### src/rtl/mux_nx1_reg_pkg.sv
// mux_nx1_reg shared package: mode encodings and the
// round-robin pointer advance.
package mux_pkg;

  localparam logic MODE_FIXED = 1'b0;
  localparam logic MODE_RR    = 1'b1;

  function automatic int next_rr_ptr(
    input int g,
    input int nch
  );
    return (g == nch - 1) ? 0 : g + 1;
  endfunction

endpackage

### src/rtl/mux_nx1_reg_if.sv
// Stream bundle for mux_nx1_reg: N producer channels in,
// one registered stream out. MUX_PARITY_EN adds out_par.
interface mux_nx1_reg_if #(
  parameter int NCH = 4,
  parameter int W   = 8
);
  localparam int SEL_W = $clog2(NCH);

  logic [NCH*W-1:0] in_data;
  logic [NCH-1:0]   in_valid;
  logic [NCH-1:0]   in_ready;
  logic             mode;
  logic [SEL_W-1:0] sel;
  logic [W-1:0]     out_data;
  logic [SEL_W-1:0] out_ch;
  logic             out_valid;
  logic             out_ready;
`ifdef MUX_PARITY_EN
  logic             out_par;
`endif

  modport master (
    output in_data,
    output in_valid,
    output mode,
    output sel,
    output out_ready,
    input  in_ready,
    input  out_data,
    input  out_ch,
    input  out_valid
`ifdef MUX_PARITY_EN
    ,
    input  out_par
`endif
  );

  modport slave (
    input  in_data,
    input  in_valid,
    input  mode,
    input  sel,
    input  out_ready,
    output in_ready,
    output out_data,
    output out_ch,
    output out_valid
`ifdef MUX_PARITY_EN
    ,
    output out_par
`endif
  );

endinterface

### src/rtl/mux_nx1_reg_rr_arbiter_n.sv
// Combinational round-robin arbiter: first requester at or
// above ptr, wrapping NCH-1 -> 0.
module rr_arbiter_n #(
  parameter  int NCH   = 4,
  localparam int SEL_W = $clog2(NCH)
) (
  input  logic [NCH-1:0]   req,
  input  logic [SEL_W-1:0] ptr,
  output logic [SEL_W-1:0] gnt_idx,
  output logic             gnt_vld
);

  int j;

  // Scan farthest offset first so the nearest requester wins.
  always_comb begin
    gnt_idx = '0;
    gnt_vld = 1'b0;
    j       = 0;
    for (int k = NCH - 1; k >= 0; k--) begin
      j = int'(ptr) + k;
      if (j >= NCH) j = j - NCH;
      if (req[j[SEL_W-1:0]]) begin
        gnt_vld = 1'b1;
        gnt_idx = j[SEL_W-1:0];
      end
    end
  end

endmodule

### src/rtl/mux_nx1_reg.sv
// Registered N:1 stream mux, fixed-select or round-robin.
// Build with MUX_PARITY_EN to add the out_par output.
module mux_nx1_reg
  import mux_pkg::*;
#(
  parameter int NCH = 4,
  parameter int W   = 8
) (
  input logic          clk,
  input logic          rst_n,
  mux_nx1_reg_if.slave bus
);

  localparam int SEL_W = $clog2(NCH);

  logic [SEL_W-1:0] r_rr_ptr;
  logic [SEL_W-1:0] r_ch;
  logic [W-1:0]     r_data;
  logic             r_valid;

  logic [SEL_W-1:0] w_arb_idx;
  logic             w_arb_vld;
  logic             w_fix_vld;
  logic [SEL_W-1:0] w_g;
  logic             w_gv;
  logic             w_load;
  logic             w_xfer;
  logic [W-1:0]     w_data;
  logic [NCH-1:0]   w_ready;

  rr_arbiter_n #(.NCH(NCH)) u_arb (
    .req     (bus.in_valid),
    .ptr     (r_rr_ptr),
    .gnt_idx (w_arb_idx),
    .gnt_vld (w_arb_vld)
  );

  // rst_n gates load so no channel sees ready during reset.
  assign w_load = rst_n && (!r_valid || bus.out_ready);

  always_comb begin
    w_fix_vld = 1'b0;
    if (int'(bus.sel) < NCH)
      w_fix_vld = bus.in_valid[bus.sel];
  end

  always_comb begin
    w_g  = bus.sel;
    w_gv = w_fix_vld;
    if (bus.mode == MODE_RR) begin
      w_g  = w_arb_idx;
      w_gv = w_arb_vld;
    end
  end

  assign w_xfer = w_load && w_gv;
  assign w_data = bus.in_data[w_g*W +: W];

  always_comb begin
    w_ready = '0;
    if (w_xfer) w_ready[w_g] = 1'b1;
  end

  always_ff @(posedge clk or negedge rst_n) begin
    if (!rst_n) begin
      r_valid  <= 1'b0;
      r_data   <= '0;
      r_ch     <= '0;
      r_rr_ptr <= '0;
    end else if (w_xfer) begin
      r_valid <= 1'b1;
      r_data  <= w_data;
      r_ch    <= w_g;
      if (bus.mode == MODE_RR)
        r_rr_ptr <= SEL_W'(next_rr_ptr(int'(w_g), NCH));
    end else if (w_load && bus.out_ready) begin
      r_valid <= 1'b0;
    end
  end

`ifdef MUX_PARITY_EN
  logic r_par;

  always_ff @(posedge clk or negedge rst_n) begin
    if (!rst_n)      r_par <= 1'b0;
    else if (w_xfer) r_par <= ^w_data;
  end

  assign bus.out_par = r_par;
`endif

  assign bus.in_ready  = w_ready;
  assign bus.out_data  = r_data;
  assign bus.out_ch    = r_ch;
  assign bus.out_valid = r_valid;

endmodule

### src/flat_wrapper.sv
// flat-port wrapper written by rule: the top's interface ports become plain ports
module mux_nx1_reg_flat import mux_pkg::*;
#(
  parameter int NCH = 4,
  parameter int W   = 8
)
  (clk, rst_n, bus_in_data, bus_in_valid, bus_mode, bus_sel, bus_out_ready, bus_in_ready, bus_out_data, bus_out_ch, bus_out_valid);
  mux_nx1_reg_if #(.NCH(NCH), .W(W)) bus_i ();
  input logic clk;
  input logic rst_n;
  input wire logic [$bits(bus_i.in_data)-1:0] bus_in_data;
  input wire logic [$bits(bus_i.in_valid)-1:0] bus_in_valid;
  input wire logic [$bits(bus_i.mode)-1:0] bus_mode;
  input wire logic [$bits(bus_i.sel)-1:0] bus_sel;
  input wire logic [$bits(bus_i.out_ready)-1:0] bus_out_ready;
  output wire logic [$bits(bus_i.in_ready)-1:0] bus_in_ready;
  output wire logic [$bits(bus_i.out_data)-1:0] bus_out_data;
  output wire logic [$bits(bus_i.out_ch)-1:0] bus_out_ch;
  output wire logic [$bits(bus_i.out_valid)-1:0] bus_out_valid;
  assign bus_i.in_data = bus_in_data;
  assign bus_i.in_valid = bus_in_valid;
  assign bus_i.mode = bus_mode;
  assign bus_i.sel = bus_sel;
  assign bus_i.out_ready = bus_out_ready;
  assign bus_in_ready = bus_i.in_ready;
  assign bus_out_data = bus_i.out_data;
  assign bus_out_ch = bus_i.out_ch;
  assign bus_out_valid = bus_i.out_valid;
  mux_nx1_reg #(.NCH(NCH), .W(W)) u_core (.clk(clk), .rst_n(rst_n), .bus(bus_i));
endmodule
### config.mk
export PLATFORM = sky130hd
export DESIGN_NAME = mux_nx1_reg_flat
export DESIGN_NICKNAME = d
export VERILOG_FILES = /design/src/rtl/mux_nx1_reg_pkg.sv /design/src/rtl/mux_nx1_reg_if.sv /design/src/rtl/mux_nx1_reg_rr_arbiter_n.sv /design/src/rtl/mux_nx1_reg.sv /design/src/flat_wrapper.sv
export SDC_FILE = /design/constraint.sdc
export NUM_CORES = 1
export LEC_CHECK = 0
export BUFFER_PORTS_ARGS = -buffer_cell sky130_fd_sc_hd__buf_2
export CAP_MARGIN = 5
export CORE_MARGIN = 3
export CORE_UTILIZATION = 45
export CTS_CLUSTER_SIZE = 28
export DETAILED_ROUTE_END_ITERATION = 10
export MAX_ROUTING_LAYER = met4
export PLACE_DENSITY = 0.94
export SETUP_SLACK_MARGIN = 0.15
export SKIP_CTS_REPAIR_TIMING = 1
export SLEW_MARGIN = 20
export SYNTH_ARGS = -nofsm -noshare
export SYNTH_HDL_FRONTEND = slang
export SYNTH_SLANG_ARGS = --single-unit
### constraint.sdc
create_clock -name clk -period 6.35 [get_ports clk]
set_input_delay 1.27 -clock clk [delete_from_list [all_inputs] [get_ports clk]]
set_output_delay 1.27 -clock clk [all_outputs]
set_load 0.02 [all_outputs]
==> run summary <==
Outcome = finished clean
RePlAce Congestion = 0.806
Starting Density = 50.5%
Top FF cell, synth = dfrtp_1
Final min period = 4.27 ns
Yosys cell types = 29
Layout cells sized above 1 = 41.0%
Sequential cell area fraction in the yosys report = 35.0%
Drt pass-1 iters = 4
Final ANT Viol Nets = 0
Max Transition Viols Final = 0
Post-Route Skew = 0.00431 ns
Die height = 51.5 um
Worst vdd ir = 196 uV
Worst Path Required = 5.08 ns
Worst Hold Slack = 0.499 ns
Synth async-reset ratio = 100%
FMAX = 0.234 GHz
DR iter-0 viols = 31
Syn Nets = 144
RSZ-0062 raised after global routing = false
YS warnings = 0
Vias = 1067
Most frequent cells in the layout = buf_2, mux2i_1, nand2_1
Syn Area/Cell = 9.20 um^2
R2R depth = 7
Global-route wire length before repair = 4.43 mm
Hpwl dp = 2.25 mm
Final setup viols = 0
Fin nets = 200
Setup TNS = 0 ns
Slew margin rel. = 49.8%
Pin count of the biggest net entering global routing = 21
Power Dens Cells = 304 mW/mm^2
Core Area = 0.00184 mm^2
Leading cell type in the layout, fill and taps excluded = buf_2
Worst-Margin Slew = 0.734 ns
WHS Path Cells = 2
H-Tree Depth = 1
Clock transition at the registers of the reported paths = 0.07 ns
Crit path max fanout = 14
Fin crit share = 67.3%
Post-Syn Area = 930 um^2
# DRC = 0
Post-layout worst setup margin = 2.08 ns
Pre-CTS setup slack = 2.10 ns
Maxcap violations = 0
CTS Sinks = 13
CTS root buffer = clkbuf_4
FILL cells = 160
#FFs+latches synth = 13
Kind of end point of the critical path = output pin
Fin. Hold Viols = 0
Hold Crit Class = register to register
Die area = 0.00265 mm^2
TritonCTS clock tree = built
Synthesis-to-finish area growth = 34.1%
Initial antenna violation count = 0
Clock buffer count from CTS = 3
Critical path arrival = 3.00 ns
Final global-route overflow total = 0
Vias in the first global route = 1059
CTS max path bufs = 2
Cells after Synth = 101
Via density = 5.90
CP Launch Type = input port
Leak Pwr = 0.672 nW
DR WL/cell = 15.4 um
Ant. Diodes = 0
Clk Latency, worst-skew pair = 0.27 ns
Die width = 51.5 um
Rows = 15
Drt total wl = 2.79 mm
Crit Path Class = input port to output pin
Ports = 57
Total power = 0.378 mW
GR Util All Layers = 22.8%
Post-synth EDFFs = 0
# port buffers = 56
cell type report:
| type | instances | area (um^2) | area share [%] |
|---|---|---|---|
| multi-input combinational | 78 | 561 | 45.0 |
| sequential | 13 | 325 | 26.1 |
| timing repair buffer | 57 | 288 | 23.1 |
| tap | 25 | 31.3 | 2.51 |
| clock buffer | 4 | 26.3 | 2.11 |
| inverter | 4 | 15.0 | 1.20 |
metal layers:
layer  track usage, %  up-vias  share of wire [%]
met2             40.3       59                 53
met4             14.4        0                4.7
li1                 -      486                  -
met1             22.9      506                 36
met3             4.08       16                6.2
met5                -        -                  0
worst max-delay path, stage by stage:
cell and delay, ns:
buf_2 0.13, nor2b_1 0.13, a2111oi_0 0.67, or4_1 0.53
nor3_1 0.08, buf_2 0.18
power breakdown:
part / switching, mW / internal [mW]
logic: 0.110 / 0.0797
registers: 0.0257 / 0.114
clock network: 0.0248 / 0.0243
total: 0.161 / 0.218
cells in the mapped netlist (all sizes together), types with 3 or more instances:
cell type,count,area [um^2]
a21oi,3,15.0
buf,4,20.0
dfrtp,13,325
inv,4,15.0
mux2i,18,180
nand2,17,63.8
nand2b,4,25.0
nor2b,7,43.8
o21ai,3,15.0
o221ai,8,70.1
metrics by stage:
stage                     area, um^2  instances  utilization [%]
after floorplan                  930        101                -
after global placement          1220        177             66.3
after detailed placement        1220        177             66.3
after CTS                       1250        181             67.8
after global routing            1250        181             67.8
final                           1250        181             67.8
path summary, 6_finish.rpt:
check                                        from                endpoint  slack [ns]
setup / recovery                  bus_in_valid[0]         bus_in_ready[0]        2.08
setup reg to reg               u_core.r_rr_ptr[1]      u_core.r_rr_ptr[1]        4.27
hold / removal             u_core.bus.out_data[4]  u_core.bus.out_data[4]        0.50
hold reg to reg            u_core.bus.out_data[4]  u_core.bus.out_data[4]        0.50
min in group asynchronous                   rst_n  u_core.bus.out_data[1]        0.87
max in group asynchronous                   rst_n      u_core.r_rr_ptr[1]        5.24
logic make-up (layout without fill, tap and decap cells):
| logic type | count (synthesis) | after routing | share of synthesized area, % |
|---|---|---|---|
| AND/OR/NAND/NOR | 37 | 37 | 20.5 |
| AO/OA/AOI/OAI | 21 | 21 | 17.9 |
| adder cells (fa/ha/maj) | 1 | 1 | 1.35 |
| buffers and inverters | 10 | 65 | 4.71 |
| multiplexers | 19 | 19 | 20.6 |
| flip-flops | 13 | 13 | 35.0 |
sequential cells by signal, indices dropped and copies added, names as in the netlist:
| register | cells |
|---|---|
| u_core.bus.out_data | 8 |
| u_core.bus.out_ch | 2 |
| u_core.bus.out_valid | 1 |
| u_core.r_rr_ptr | 2 |
Power figures use the tool's default switching activity.
